## src/rtl/interboard_mux_output.sv

```systemverilog
// Round-robin mux of NUM_CH show-ahead FIFOs onto one interboard link,
// gated by per-channel receiver credits, with an idle keepalive pulse.
module interboard_mux_output #(
    parameter int DATA_W       = 11,
    parameter int NUM_CH       = 4,
    parameter int CREDITS      = 8,
    parameter int IDLE_TIMEOUT = 64,
    localparam int CH_W        = $clog2(NUM_CH),
    localparam int CR_W        = $clog2(CREDITS + 1)
) (
    input  logic                     clk,
    input  logic                     reset,
    input  logic                     enable,
    input  logic [NUM_CH*DATA_W-1:0] fifo_data,
    input  logic [NUM_CH-1:0]        fifo_empty,
    output logic [NUM_CH-1:0]        fifo_rdreq,
    input  logic                     credit_return,
    input  logic [CH_W-1:0]          credit_ch,
    output logic                     link_valid,
    output logic [CH_W-1:0]          link_ch,
    output logic [DATA_W-1:0]        link_data,
    output logic                     link_parity,
    output logic                     link_sync,
    output logic [NUM_CH*CR_W-1:0]   credit_count,
    output logic                     credit_err
);
    localparam int ID_W = $clog2(IDLE_TIMEOUT);
    localparam logic [CH_W:0]   CH_LIM = (CH_W + 1)'(NUM_CH);
    localparam logic [CR_W-1:0] CR_MAX = CR_W'(CREDITS);
    localparam logic [ID_W-1:0] ID_MAX = ID_W'(IDLE_TIMEOUT - 1);
    localparam logic [CH_W-1:0] PTR_RST = CH_W'(NUM_CH - 1);

    logic [CR_W-1:0]   cred_q [NUM_CH];
    logic [CR_W-1:0]   cred_d [NUM_CH];
    logic [CH_W-1:0]   ptr_q, ptr_d;
    logic [ID_W-1:0]   idle_q, idle_d;
    logic              err_q, err_d;
    logic              valid_q, valid_d;
    logic [CH_W-1:0]   ch_q, ch_d;
    logic [DATA_W-1:0] data_q, data_d;
    logic              par_q, par_d;
    logic              sync_q, sync_d;

    logic [NUM_CH-1:0] elig;
    logic [NUM_CH-1:0] inc_v, dec_v;
    logic              grant;
    logic [CH_W-1:0]   gnt;
    logic [CH_W-1:0]   cand;

    always_comb begin
        for (int i = 0; i < NUM_CH; i++) begin
            elig[i] = enable && !fifo_empty[i] && (cred_q[i] != '0);
        end
    end

    // Search starts one past the last grant, wrapping modulo NUM_CH.
    always_comb begin
        grant = 1'b0;
        gnt   = '0;
        cand  = '0;
        for (int k = 1; k <= NUM_CH; k++) begin
            cand = CH_W'((int'(ptr_q) + k) % NUM_CH);
            if (!grant && elig[cand]) begin
                grant = 1'b1;
                gnt   = cand;
            end
        end
    end

    always_comb begin
        fifo_rdreq = '0;
        if (grant) begin
            fifo_rdreq[gnt] = 1'b1;
        end
    end

    always_comb begin
        err_d = err_q;
        if (credit_return && ({1'b0, credit_ch} >= CH_LIM)) begin
            err_d = 1'b1;
        end
        for (int i = 0; i < NUM_CH; i++) begin
            inc_v[i] = credit_return &&
                       ({1'b0, credit_ch} == (CH_W + 1)'(i));
            dec_v[i] = grant && (gnt == CH_W'(i));
            cred_d[i] = cred_q[i];
            if (inc_v[i] && !dec_v[i]) begin
                if (cred_q[i] == CR_MAX) begin
                    err_d = 1'b1;
                end else begin
                    cred_d[i] = cred_q[i] + 1'b1;
                end
            end else if (dec_v[i] && !inc_v[i]) begin
                cred_d[i] = cred_q[i] - 1'b1;
            end
        end
    end

    always_comb begin
        valid_d = grant;
        ch_d    = ch_q;
        data_d  = data_q;
        ptr_d   = ptr_q;
        if (grant) begin
            ch_d   = gnt;
            data_d = fifo_data[int'(gnt)*DATA_W +: DATA_W];
            ptr_d  = gnt;
        end
        par_d = ^{ch_d, data_d};
    end

    // Keepalive only fires on a no-grant cycle, so it never overlaps a word.
    always_comb begin
        sync_d = 1'b0;
        idle_d = idle_q + 1'b1;
        if (grant) begin
            idle_d = '0;
        end else if (idle_q == ID_MAX) begin
            idle_d = '0;
            sync_d = 1'b1;
        end
    end

    always_ff @(posedge clk or negedge reset) begin
        if (!reset) begin
            for (int i = 0; i < NUM_CH; i++) begin
                cred_q[i] <= CR_MAX;
            end
            ptr_q   <= PTR_RST;
            idle_q  <= '0;
            err_q   <= 1'b0;
            valid_q <= 1'b0;
            ch_q    <= '0;
            data_q  <= '0;
            par_q   <= 1'b0;
            sync_q  <= 1'b0;
        end else begin
            for (int i = 0; i < NUM_CH; i++) begin
                cred_q[i] <= cred_d[i];
            end
            ptr_q   <= ptr_d;
            idle_q  <= idle_d;
            err_q   <= err_d;
            valid_q <= valid_d;
            ch_q    <= ch_d;
            data_q  <= data_d;
            par_q   <= par_d;
            sync_q  <= sync_d;
        end
    end

    for (genvar g = 0; g < NUM_CH; g++) begin : g_cc
        assign credit_count[g*CR_W +: CR_W] = cred_q[g];
    end

    assign link_valid  = valid_q;
    assign link_ch     = ch_q;
    assign link_data   = data_q;
    assign link_parity = par_q;
    assign link_sync   = sync_q;
    assign credit_err  = err_q;

endmodule

```

## config.mk

```make
export PLATFORM = sky130hd
export DESIGN_NAME = interboard_mux_output
export DESIGN_NICKNAME = d
export VERILOG_FILES = /design/src/rtl/interboard_mux_output.sv
export SDC_FILE = /design/constraint.sdc
export NUM_CORES = 1
export LEC_CHECK = 0
export BUFFER_PORTS_ARGS = -buffer_cell sky130_fd_sc_hd__buf_4
export CORE_MARGIN = 4
export CORE_UTILIZATION = 55
export DETAILED_ROUTE_END_ITERATION = 7
export PLACE_DENSITY_LB_ADDON = 0.2
export SLEW_MARGIN = 20
export SYNTH_ARGS = -nofsm -noshare
export SYNTH_HDL_FRONTEND = slang
export SYNTH_SLANG_ARGS = --single-unit
```

## constraint.sdc

```tcl
create_clock -name clk -period 5.75 [get_ports clk]
set_input_delay 0.2875 -clock clk [delete_from_list [all_inputs] [get_ports clk]]
set_output_delay 0.2875 -clock clk [all_outputs]
set_load 0.02 [all_outputs]
```

## Word level (Yosys, flattened, before mapping)

Cells that the tools add are included.

| cells by class | value |
|---|---|
| reductions and logical operators | 58 |
| order comparisons | 6 |
| shifts and indexed selects | 1 |
| multipliers | 1 |
| add/subtract/negate cells | 13 |
| equality and inequality tests | 15 |
| mux-type cells | 45 |

Operator list:

| operator | count |
|---|---|
| 4-bit 2-to-1 mux | 13 |
| 44-bit by 7-bit indexed part select with 11-bit output | 1 |
| 1-bit logical AND | 28 |
| 1-bit 2-to-1 mux | 19 |
| 4-bit by 1-bit adder with 4-bit output, second input constant | 4 |
| 4-bit == test, second input constant | 4 |
| 4-bit nonzero test | 4 |
| 4-bit by 1-bit subtractor with 4-bit output, second input constant | 4 |
| 1-bit zero test | 15 |
| 2-bit by 3-bit < comparator with 1-bit output, second input constant | 5 |
| 13-bit XOR reduction | 1 |
| 6-bit 2-to-1 mux | 2 |
| 11-bit 2-to-1 mux | 1 |
| 2-bit 2-to-1 mux | 5 |
| 1-bit binary-select mux with 2-bit select | 4 |
| 2-bit == test, second input constant | 4 |
| 2-bit != test, second input constant | 4 |
| 2-bit AND reduction | 4 |
| 2-bit nonzero test | 4 |
| 6-bit by 1-bit adder with 6-bit output, second input constant | 1 |
| 6-bit == test, second input constant | 1 |
| 2-bit by 4-bit multiplier with 6-bit output, second input constant | 1 |
| 2-bit by 1-bit adder with 2-bit output, second input constant | 2 |
| 2-bit adder, second input constant | 2 |
| 4 further kinds | 6 |

| storage, ports and cells | value |
|---|---|
| input bits | 54 |
| logic and storage cells | 151 |
| bits in registers | 41 |
| output and inout port bits | 37 |

## Depth between registers and ports, before layout

Gate-level depths: netlist (run 1).

| depth | value |
|---|---|
| word-level depth | 26 |
| gate-level depth with buffers | 14 |
| mapped depth without buffers | 12 |

## Least setup slack after synthesis (run 1)

OpenSTA, ideal clock, no wires.

| path | value |
|---|---|
| kind | register to register |
| start point | register ptr_q[1] |
| end point | register cred_q, in the netlist credit_count[15] |
| path slack | 2.331 ns |
| arrival | 3.335 ns |
| required time | 5.666 ns |
| period minus slack after synthesis | 3.419 ns |
| buffers on the path | 2 |
| stages on the path, launching flop included | 15 |
| library setup time | 0.084 ns |
| cells stage by stage | dfstp_2 > buf_2 > inv_1 > nor4_1 > a21o_1 > o21ai_1 > clkbuf_1 > nor2_1 > or2_2 > ha_1 > a21o_1 > a21oi_1 > xor2_1 > nor2_1 > xor2_1 |

| on the way | value |
|---|---|
| word-level cells in the longest chain between the ends | 19 |
| elaborated cells between the ends (all ways) | 35 |
| classes of those cells | 4 x add/sub; 2 x eq/ne; 17 x mux; 12 x reduce/logical |

Ends and longest elaborated chain:

| what | line | text |
|---|---|---|
| start, declared | 35 | `logic [CH_W-1:0] ptr_q, ptr_d;` |
| start signal, assigned | 141 | `ptr_q <= ptr_d;` |
| 2-bit by 1-bit adder with 2-bit output | 62 | `cand = CH_W'((int'(ptr_q) + k) % NUM_CH);` |
| 1-bit binary-select mux with 2-bit select | 63 | `if (!grant && elig[cand]) begin` |
| 1-bit 2-to-1 mux (implied by the code) | 63 |  |
| 1-bit 2-to-1 mux | 63 |  |
| 1-bit zero test | 63 |  |
| 1-bit logical AND | 63 |  |
| 1-bit 2-to-1 mux | 63 |  |
| 1-bit zero test | 63 |  |
| [... 3 more ...] | - |  |
| 1-bit logical AND | 63 |  |
| 2-bit 2-to-1 mux | 63 |  |
| 2-bit == test | 85 | `dec_v[i] = grant && (gnt == CH_W'(i));` |
| 1-bit logical AND (*) | 85 |  |
| 1-bit zero test | 87 | `if (inc_v[i] && !dec_v[i]) begin` |
| 1-bit logical AND | 87 |  |
| 2-bit != test (no source line) or 2-bit nonzero test (tied branches) | - |  |
| 2-bit AND reduction (no source line) | - |  |
| end signal, assigned by index | 139 | `cred_q[i] <= cred_d[i];` |
| end, declared | 33 | `logic [CR_W-1:0] cred_q [NUM_CH];` |

Mark *: on every way between the ends. The rest lies on a longest branch, timed or not. The select of a mux whose other input is x is not followed.
A chain may end at the register's enable or synchronous reset.

## Final worst setup path (run 1)

| path | value |
|---|---|
| start point | register cred_q, in the netlist credit_count[8] |
| end point | register cred_q, in the netlist credit_count[3] |

| on the way | value |
|---|---|
| word-level cells in the longest chain between the ends | 20 |
| elaborated cells between the ends (all ways) | 33 |
| classes of those cells | 1 x eq/ne; 17 x mux; 15 x reduce/logical |

Ends and longest elaborated chain:

| what | line | text |
|---|---|---|
| 4-bit nonzero test (*) | 52 | `elig[i] = enable && !fifo_empty[i] && (cred_q[i] != '0);` |
| 1-bit logical AND (*) | 52 |  |
| 1-bit binary-select mux with 2-bit select | 63 |  |
| 1-bit 2-to-1 mux (implied by the code) | 63 |  |
| 1-bit 2-to-1 mux | 63 |  |
| 1-bit zero test | 63 |  |
| 1-bit logical AND | 63 |  |
| 1-bit 2-to-1 mux | 63 |  |
| [... 4 more ...] | - |  |
| 1-bit logical AND | 63 |  |
| 2-bit 2-to-1 mux | 63 |  |
| 2-bit zero test | 85 |  |
| 1-bit logical AND (*) | 85 |  |
| 1-bit zero test | 87 |  |
| 1-bit logical AND | 87 |  |
| 2-bit != test (no source line) or 2-bit nonzero test (tied branches) | - |  |
| 2-bit AND reduction (no source line) | - |  |

Marked as above.

==> results.ini, run 1 <==
[global_route]
grt_overflow_total = 0
grt_usage_pct = 22.91
antenna_found_initial = 0
grt_pass1_vias = 2354
grt_pass1_wl_um = 11140
grt_max_degree = 42

[power]
p_per_area_mw_per_mm2 = 582.1
power_leakage_nw = 1.639
ir_drop_mv = 0.4347

[setup_path]
critPathBufInv = 0
reg2reg_setup_slack_ns = 2.09
required_ns = 5.98
cp.depth = 12
r2r_cells = 12
start_kind = register
r2r_end = credit_count[3]$_DFFE_PN1P_
cp-end-kind = register
r2r_start = credit_count[8]$_DFFE_PN0P_
critPathArrivalTime_ns = 3.89
path_max_fanout = 12
slowest_stage = nor2_1
crit_family = simple AND/OR/NAND/NOR gates
worstPathCellList = nor4_1 -> o22ai_1 -> nor3b_1 -> nor2_1 -> nand2_1 -> nand2_1 -> ha_1 -> a21o_1 -> a21oi_1 -> xnor2_1 -> nand2_1 -> xnor2_1
crit_type = register to register
slowest_delay_ns = 0.68
crit_path_frequent_cell = nand2_1

[synth]
ys_seq_area_share_pct = 38.72
synth_top_area_share_pct = 32.82
synth_top_cell_by_area = dfrtp_1
synthCells = 261
yosys-top-cells-count = dfrtp_1 (35), nand2_1 (28), nor2_1 (24)
yosys_warnings = 0
syn_nets = 328
synth_cell_types = 50
synth_seq_cells = 41
syn_area_sq_mm = 0.002669
async_flop_share_pct = 100.0
synth_flop_cell = dfrtp_1
syn_area_per_cell_sq_um = 10.23
synthTopCellsByArea = dfrtp_1 (33%), dfstp_2 (5.9%), ha_1 (4.2%)
synth.most_common_cell = dfrtp_1
synth_edf_count = 0

[place]
hpwlAfterDp_um = 5245
placed_area_sq_mm = 0.003411
dp_slack_ns = 2.081
gp_congestion = 0.8485
io_buffer_count = 90

[sta]
hold_violations = 0
worst_clock_skew_ns = 0.005571
setup_viol_count_final = 0
fin_crit_sh_pct = 63.74
finalCriticalPeriod_ns = 3.665
worst_slew_pin_slew_ns = 0.8650
hold_ws_ns = 0.3386
setup_tns_ns = 0
timing.final.ws_setup_ns = 2.085
timing_max_transition_violations_final = 0
slew_headroom_pct = 42.12
grt_setup_unrepaired = no
fmax_mhz = 272.9

[routing]
first_pass_iters = 4
route.detailed.drc = 0
dr_wl_met2_um = 3413
wl_met3_um = 502
vias_per_cell = 5.567
drt-met1-wl_um = 2734
vias = 2355
avgRoutedWirePerCell_um = 15.98
routed_wl_um = 6760
top_layer = met4
ant_nets = 0
first_iter_violations = 160

[worst_hold_path]
hold_depth = 3
hold_path_class = input port to register
hp-start = fifo_data[41]
min_to = link_data[8]$_DFF_PN0_

[floorplanning]
core-area_sq_mm = 0.004723
dieHeight_um = 77.66
fp.dieW_um = 77.66
rows = 25
io_pins = 91
fp.dieArea_sq_mm = 0.006031
start_util_pct = 56.50

[clocking]
cts_root_buffer = clkbuf_8
ctsResizeCount = 0
htree_num_levels = 2
path_clk_slew_ns = 0.08
cts_inserted_buffers = 5
clockBufferDepth = 2
cts_setup_buffers = 0
tritoncts = done
clk_latency_ns = 0.30
clock_sinks = 41

[final_layout]
fillers = 329
finalNetCount = 422
drive_gt1_share_pct = 37.36
diodes = 0
area_delta_synth_final_pct = 33.19
design_area_sq_mm = 0.003555

[flow_run]
cap_violations = 0

[status]
outcome = finished clean

==> final cells by class <==
cell class | instances | area [sq um] | share of cell area, %
clock buffers | 5 | 68.82 | 1.936
clock inverters | 3 | 65.06 | 1.830
inverters | 4 | 15.01 | 0.4224
multi-input cells | 211 | 1595 | 44.88
flip-flops and latches | 41 | 1033 | 29.07
well taps | 67 | 83.83 | 2.358
repair buffers | 92 | 693.2 | 19.50
==> how the worst max path moves through the flow <==
stage | from | end | slack [ns]
floorplan | ptr_q[1]$_DFFE_PN1N_ | credit_count[15]$_DFFE_PN1P_ | 2.33
CTS | credit_count[8]$_DFFE_PN0P_ | credit_count[3]$_DFFE_PN1P_ | 2.13
global placement | credit_count[12]$_DFFE_PN0P_ | credit_count[15]$_DFFE_PN1P_ | 2.20
global route | credit_count[8]$_DFFE_PN0P_ | credit_count[3]$_DFFE_PN1P_ | 1.84
detailed placement | enable | credit_count[3]$_DFFE_PN1P_ | 2.08
finish | credit_count[8]$_DFFE_PN0P_ | credit_count[3]$_DFFE_PN1P_ | 2.09
==> flip-flops by register name, summed over array words and instances, names as in the netlist <==
| name | count |
|---|---|
| link_ch | 2 |
| ptr_q | 2 |
| link_sync | 1 |
| link_valid | 1 |
| idle_q | 6 |
| credit_err | 1 |
| link_data | 11 |
| credit_count | 16 |
| link_parity | 1 |
==> per-stage QoR <==
| stage | util (%) | power [mW] | std cells |
|---|---|---|---|
| floorplan | - | 1.421 | 261 |
| global placement | 72.21 | 1.763 | 414 |
| detailed placement | 72.21 | 1.802 | 414 |
| CTS | 75.26 | 2.082 | 423 |
| global route | 75.26 | 2.210 | 423 |
| finish | 75.26 | 2.069 | 423 |
==> worst register-to-register path, delay by kind of cell (launching register included) <==
kind,cells,cell delay [ns]
fa+ha+maj,1,0.27
compound gates,3,0.54
simple gates,6,2.02
xor+xnor,2,0.29
flops,1,0.47
==> cell families (layout without fill, tap and decap cells) <==
group | Yosys count | after routing | share of synthesized area [%]
flip-flops | 41 | 41 | 38.72
AO/OA/AOI/OAI | 56 | 56 | 15.52
buffers and inverters | 9 | 104 | 1.500
multiplexers | 17 | 17 | 7.267
adder cells (fa/ha/maj) | 13 | 13 | 7.220
AND/OR/NAND/NOR | 97 | 97 | 18.47
XOR/XNOR | 28 | 28 | 11.30
==> placed cells by master, fill, tap and decap left out, types with 2 or more instances in the layout <==
master and instances:
clkbuf_8 5, nor3_1 5, mux2_4 2, fa_1 4, xnor2_1 12, bufinv_16 2
or2_2 5, or2b_1 3, nor4_1 4, nor2_1 24, dfrtp_1 35, buf_4 91
a22oi_1 4, a221o_1 4, o21ai_1 4, nand2_1 28, nand3_1 13, xor2_1 12
mux2_2 8, ha_1 9, o221a_2 2, nor3b_1 5, o21ai_0 12, a21o_1 6
mux2_1 3, dfstp_2 6, inv_1 4, xnor3_1 3, o22ai_1 3, a21oi_1 12
nor2_2 2, mux2i_1 4
==> what timing repair did <==
item / 4_1_cts / 5_1_grt
endpoints found under the hold margin: 35 / 0
hold buffers: 1 / 0
endpoints found under the setup margin: 0 / 0
==> power by group <==
group | switching, mW | total (mW) | internal (mW)
registers | 0.159 | 0.595 | 0.436
clock network | 0.103 | 0.276 | 0.172
logic | 0.583 | 1.20 | 0.615
==> metal layers <==
metal	vias to the layer above	global-route usage, %
met5	-	0
met4	0	6.940
met3	14	4.988
met2	91	40.41
met1	1116	27.82
li1	1134	-
Note: power is estimated with default switching activity, not from simulation.
==> run 2, diff against run 1 <==
- ABC_AREA: default -> 1
- CORE_UTILIZATION: 55 -> 54
- clock period: 5.75 -> 3.5 ns (I/O delays scaled with it)
==> results.ini, run 2 <==
[status]
outcome = finished clean

[routing]
first_iter_violations = 223
routed_wl_um = 8308
route.detailed.drc = 0
first_pass_iters = 4
avgRoutedWirePerCell_um = 12.74
vias_per_cell = 5.086
ant_nets = 0
vias = 3316

[place]
gp_congestion = 0.8896
hpwlAfterDp_um = 6351
io_buffer_count = 90
placed_area_sq_mm = 0.004060

[synth]
async_flop_share_pct = 100.0
synth_top_area_share_pct = 26.20
synth_edf_count = 0
synth-xor-area-share_pct = 4.416
syn_area_per_cell_sq_um = 6.893
yosys-top-cells-count = nand2_1 (158), inv_1 (65), nand3_1 (50)
yosys_warnings = 0
syn_area_sq_mm = 0.003343
synthTopCellsByArea = dfrtp_1 (26%), nand2_1 (18%), nand3_1 (7.5%)
synth_cell_types = 31
synth_top_family_by_area = simple AND/OR/NAND/NOR gates
synthCells = 485
synth_seq_cells = 41
synthAdderAreaFrac_pct = 5.763
synth_flop_cell = dfrtp_1
synth_top_cell_by_area = dfrtp_1
synth.most_common_cell = nand2_1
synthMuxAreaShare_pct = 1.347
synth_compound_area_share_pct = 3.668
synthSimpleGateAreaFrac_pct = 43.11
ys_seq_area_share_pct = 30.91
syn_nets = 552

[sta]
worst_clock_skew_ns = 0.007377
hold_violations = 0
grt_setup_unrepaired = no
fin_crit_sh_pct = 90.69
fmax_mhz = 315.0
worst_slew_pin_slew_ns = 0.5386
hold_ws_ns = 0.2096
setup_tns_ns = 0
slew_headroom_pct = 64.09
timing_max_transition_violations_final = 0
setup_viol_count_final = 0
finalCriticalPeriod_ns = 3.174

[floorplanning]
fp.dieArea_sq_mm = 0.007514
start_util_pct = 56.13
fp.dieW_um = 86.69
rows = 28
core-area_sq_mm = 0.005956
dieHeight_um = 86.69
io_pins = 91

[clocking]
clockBufferDepth = 2
clk_latency_ns = 0.30
htree_num_levels = 2
cts_root_buffer = clkbuf_8
clock_sinks = 41
tritoncts = done
path_clk_slew_ns = 0.08
cts_inserted_buffers = 5

[final_layout]
area_delta_synth_final_pct = 25.64
diodes = 0
final_util_pct = 70.53
fillers = 502
layout_commonest_cell = nand2_1
finalNetCount = 643
largest_register_ff_count = 16
multiInputGateArea_sq_mm = 0.001959
seq_area_sq_mm = 0.001033
drive_gt1_share_pct = 26.86
final_cell_mix = nand2_1 (158), buf_4 (97), inv_1 (65)
design_area_sq_mm = 0.004200

[worst_hold_path]
hp-start = fifo_data[9]
hold_depth = 5
min_to = link_data[9]$_DFF_PN0_
hold_path_class = input port to register

[setup_path]
required_ns = 3.73
cp-end-kind = register
r2r_end = credit_count[3]$_DFFE_PN1P_
reg2reg_setup_slack_ns = 0.33
critPathBufInv = 2
worstPathCellList = inv_2 -> nand3_1 -> nand3_1 -> nand2_2 -> nand2_1 -> nand3_1 -> nand3_4 -> buf_4 -> nand2_1 -> nand2_1 -> ha_1 -> a21o_1 -> a21oi_1 -> or2_2 -> nand3_1 -> xnor2_1
critPathArrivalTime_ns = 3.40
path_max_fanout = 12
crit_type = register to register
slowest_stage = dfstp_2
start_kind = register
r2r_start = ptr_q[0]$_DFFE_PN1N_
crit_family = simple AND/OR/NAND/NOR gates
r2r_cells = 16
slowest_delay_ns = 0.63
crit_path_frequent_cell = nand3_1

[global_route]
grt_overflow_total = 0
grt_usage_pct = 22.63
antenna_found_initial = 0
grt_pass1_wl_um = 13900
grt_max_degree = 42
grt_pass1_vias = 3234

[flow_run]
cap_violations = 0

[run 2: worst max path at each step]
stage          depth (start not counted)                           end                    startpoint
2_1_floorplan                         20  credit_count[11]$_DFFE_PN1P_  credit_count[11]$_DFFE_PN1P_
3_3_place_gp                          17   credit_count[3]$_DFFE_PN1P_   credit_count[4]$_DFFE_PN0P_
3_5_place_dp                          16   credit_count[3]$_DFFE_PN1P_          ptr_q[0]$_DFFE_PN1N_
4_1_cts                               16   credit_count[3]$_DFFE_PN1P_          ptr_q[0]$_DFFE_PN1N_
5_1_grt                               18   credit_count[7]$_DFFE_PN1P_          ptr_q[0]$_DFFE_PN1N_
6_report                              16   credit_count[3]$_DFFE_PN1P_          ptr_q[0]$_DFFE_PN1N_
[run 2: worst reg2reg max path: stages, from the launching register on]
cell	delay [ns]
dfstp_2	0.63
inv_2	0.10
nand3_1	0.15
nand3_1	0.11
nand2_2	0.13
nand2_1	0.09
nand3_1	0.15
nand3_4	0.19
buf_4	0.23
nand2_1	0.14
nand2_1	0.15
ha_1	0.31
a21o_1	0.18
a21oi_1	0.16
or2_2	0.14
nand3_1	0.09
xnor2_1	0.16
[run 2: metal layers]
metal / track usage [%] / part of all wire (%)
met4: 7.082 / 1.6
met1: 28.46 / 42
met2: 39.29 / 49
met3: 4.087 / 7.2
met5: 0 / 0
[run 2: cell type report]
| cell class | count | share of cell area (%) |
|---|---|---|
| clock inverter | 2 | 0.8937 |
| tap | 75 | 2.234 |
| clock buffer | 6 | 1.966 |
| timing repair buffer | 98 | 17.58 |
| inverter | 68 | 6.077 |
| multi-input combinational | 362 | 46.65 |
| sequential | 41 | 24.61 |
[run 2: kinds of logic after synthesis]
kind of cell               count (synthesis)
buffers and inverters                     82
AOI/OAI and AO/OA                         20
and+or+nand+nor                          309
adders and majority gates                 13
muxes                                      4
DFF                                       41
xor gates and xnor gates                  16
[run 2: stage by stage]
stage / instances / setup WS, ns
floorplan: 485 / 0.5382
global placement: 643 / 0.4171
detailed placement: 643 / 0.2662
CTS: 652 / 0.2627
global route: 652 / 0.05310
finish: 652 / 0.3259
[run 2: what timing repair did]
action,4_1_cts,5_1_grt
buffers inserted,0,0
resized for setup,0,2
endpoints found under the setup margin,0,4
hold endpoints to repair,35,0
hold buffers,1,0
Power of run 2 is not shown: default switching activity piles up to over one toggle a cycle in this logic, so the estimate is an artifact.
==> run 3, diff against run 2 <==
- CORE_ASPECT_RATIO: default -> 1.5
==> results.ini, run 3 (same netlist as run 2, synthesis figures left out) <==
[status]
outcome = finished clean

[floorplanning]
fp.dieW_um = 72.25
dieHeight_um = 104.4
start_util_pct = 56.54
core-area_sq_mm = 0.005913
rows = 34
io_pins = 91
fp.dieArea_sq_mm = 0.007540

[place]
gp_congestion = 0.8562
placed_area_sq_mm = 0.004056
placedCellCount = 640
io_buffer_count = 90
hpwlAfterDp_um = 6776

[global_route]
grt_usage_pct = 23.70
grt_pass1_wl_um = 14610
grt_max_degree = 42
grt_pass1_vias = 3403
grt_overflow_total = 0
antenna_found_initial = 0

[setup_path]
slowest_delay_ns = 0.64
crit_type = register to register
cp-end-kind = register
start_kind = register
reg2reg_setup_slack_ns = 0.32
slowest_stage = dfstp_2
path_max_fanout = 32
required_ns = 3.73
critPathArrivalTime_ns = 3.41
worstPathCellList = xnor2_2 -> inv_2 -> nand3_1 -> nand2_2 -> nand4_4 -> buf_4 -> inv_1 -> nor2_2 -> nand2_1 -> nand2_1 -> ha_1 -> a21o_1 -> a21oi_1 -> or2_2 -> nand3_1 -> xnor2_1

[final_layout]
final_util_pct = 71.46
largest_register_ff_count = 16
layout_commonest_cell = nand2_1
final_cell_mix = nand2_1 (158), buf_4 (102), inv_1 (65)
area_delta_synth_final_pct = 26.38
fin_cells = 654
diodes = 0
design_area_sq_mm = 0.004225
drive_gt1_share_pct = 27.49
finalNetCount = 648

[worst_hold_path]
hold_path_class = input port to register

[sta]
slew_headroom_pct = 63.30
grt_setup_unrepaired = no
setup_viol_count_final = 0
fin_crit_sh_pct = 90.98
hold_violations = 0
fmax_mhz = 314.0
worst_slew_pin_slew_ns = 0.5505
finalCriticalPeriod_ns = 3.184
timing_max_transition_violations_final = 0
worst_clock_skew_ns = 0.006427
setup_tns_ns = 0

[clocking]
path_clk_slew_ns = 0.09
cts_root_buffer = clkbuf_8
clockBufferDepth = 2
htree_num_levels = 2
cts_inserted_buffers = 5
clk_latency_ns = 0.30
tritoncts = done
clock_sinks = 41

[routing]
route.detailed.drc = 0
vias = 3423
ant_nets = 0
vias_per_cell = 5.234
avgRoutedWirePerCell_um = 13.30
routed_wl_um = 8697
first_pass_iters = 4
first_iter_violations = 113

[flow_run]
cap_violations = 0

## run 3: layout make-up
cell class | instances | area (sq um)
Clock buffer | 7 | 86.33
Clock inverter | 1 | 30.03
Fill cell | 483 | 1688
Inverter | 68 | 255.2
Multi-Input combinational cell | 362 | 1954
Sequential cell | 41 | 1033
Tap cell | 72 | 90.09
Timing Repair Buffer | 103 | 775.7
## run 3: path summary, 6_finish.rpt
path,start,end,cells after the start
max in group asynchronous,reset,ptr_q[1]$_DFFE_PN1N_,2
min in group asynchronous,reset,credit_count[0]$_DFFE_PN0P_,2
max,ptr_q[0]$_DFFE_PN1N_,credit_count[3]$_DFFE_PN1P_,16
min,fifo_data[9],link_data[9]$_DFF_PN0_,5
max reg2reg,ptr_q[0]$_DFFE_PN1N_,credit_count[3]$_DFFE_PN1P_,16
min reg2reg,idle_q[0]$_DFF_PN0_,idle_q[0]$_DFF_PN0_,1
## run 3: layer usage
layer	up-vias	wire (um)	track usage, %
met1	1571	3307	26.20
li1	1724	-	-
met3	23	508	3.675
met5	-	0	0
met2	105	4654	44.00
met4	0	227	8.468
## run 3: critical path: cells and delay by family, from the launching register on
family / cells / cell delay (ns)
compound gates: 2 / 0.36
fa+ha+maj: 1 / 0.26
buf+inv: 3 / 0.54
xor+xnor: 2 / 0.34
flops: 1 / 0.64
simple gates: 8 / 0.97
## run 3: repair_timing
item,CTS,global route
buffers inserted,0,5
endpoints found under the hold margin,35,0
hold buffers,1,0
gates resized for setup,0,2
setup endpoints to repair,0,2
## run 3: through the flow
step	setup WS [ns]	hold slack, ns
5_1_grt	0.03598	0.2281
4_1_cts	0.2900	0.2047
3_3_place_gp	0.4199	0.1956
6_report	0.3156	0.2071
2_1_floorplan	0.5382	-0.1206
3_5_place_dp	0.3410	0.2060
Power of run 3 is left out for the same reason.
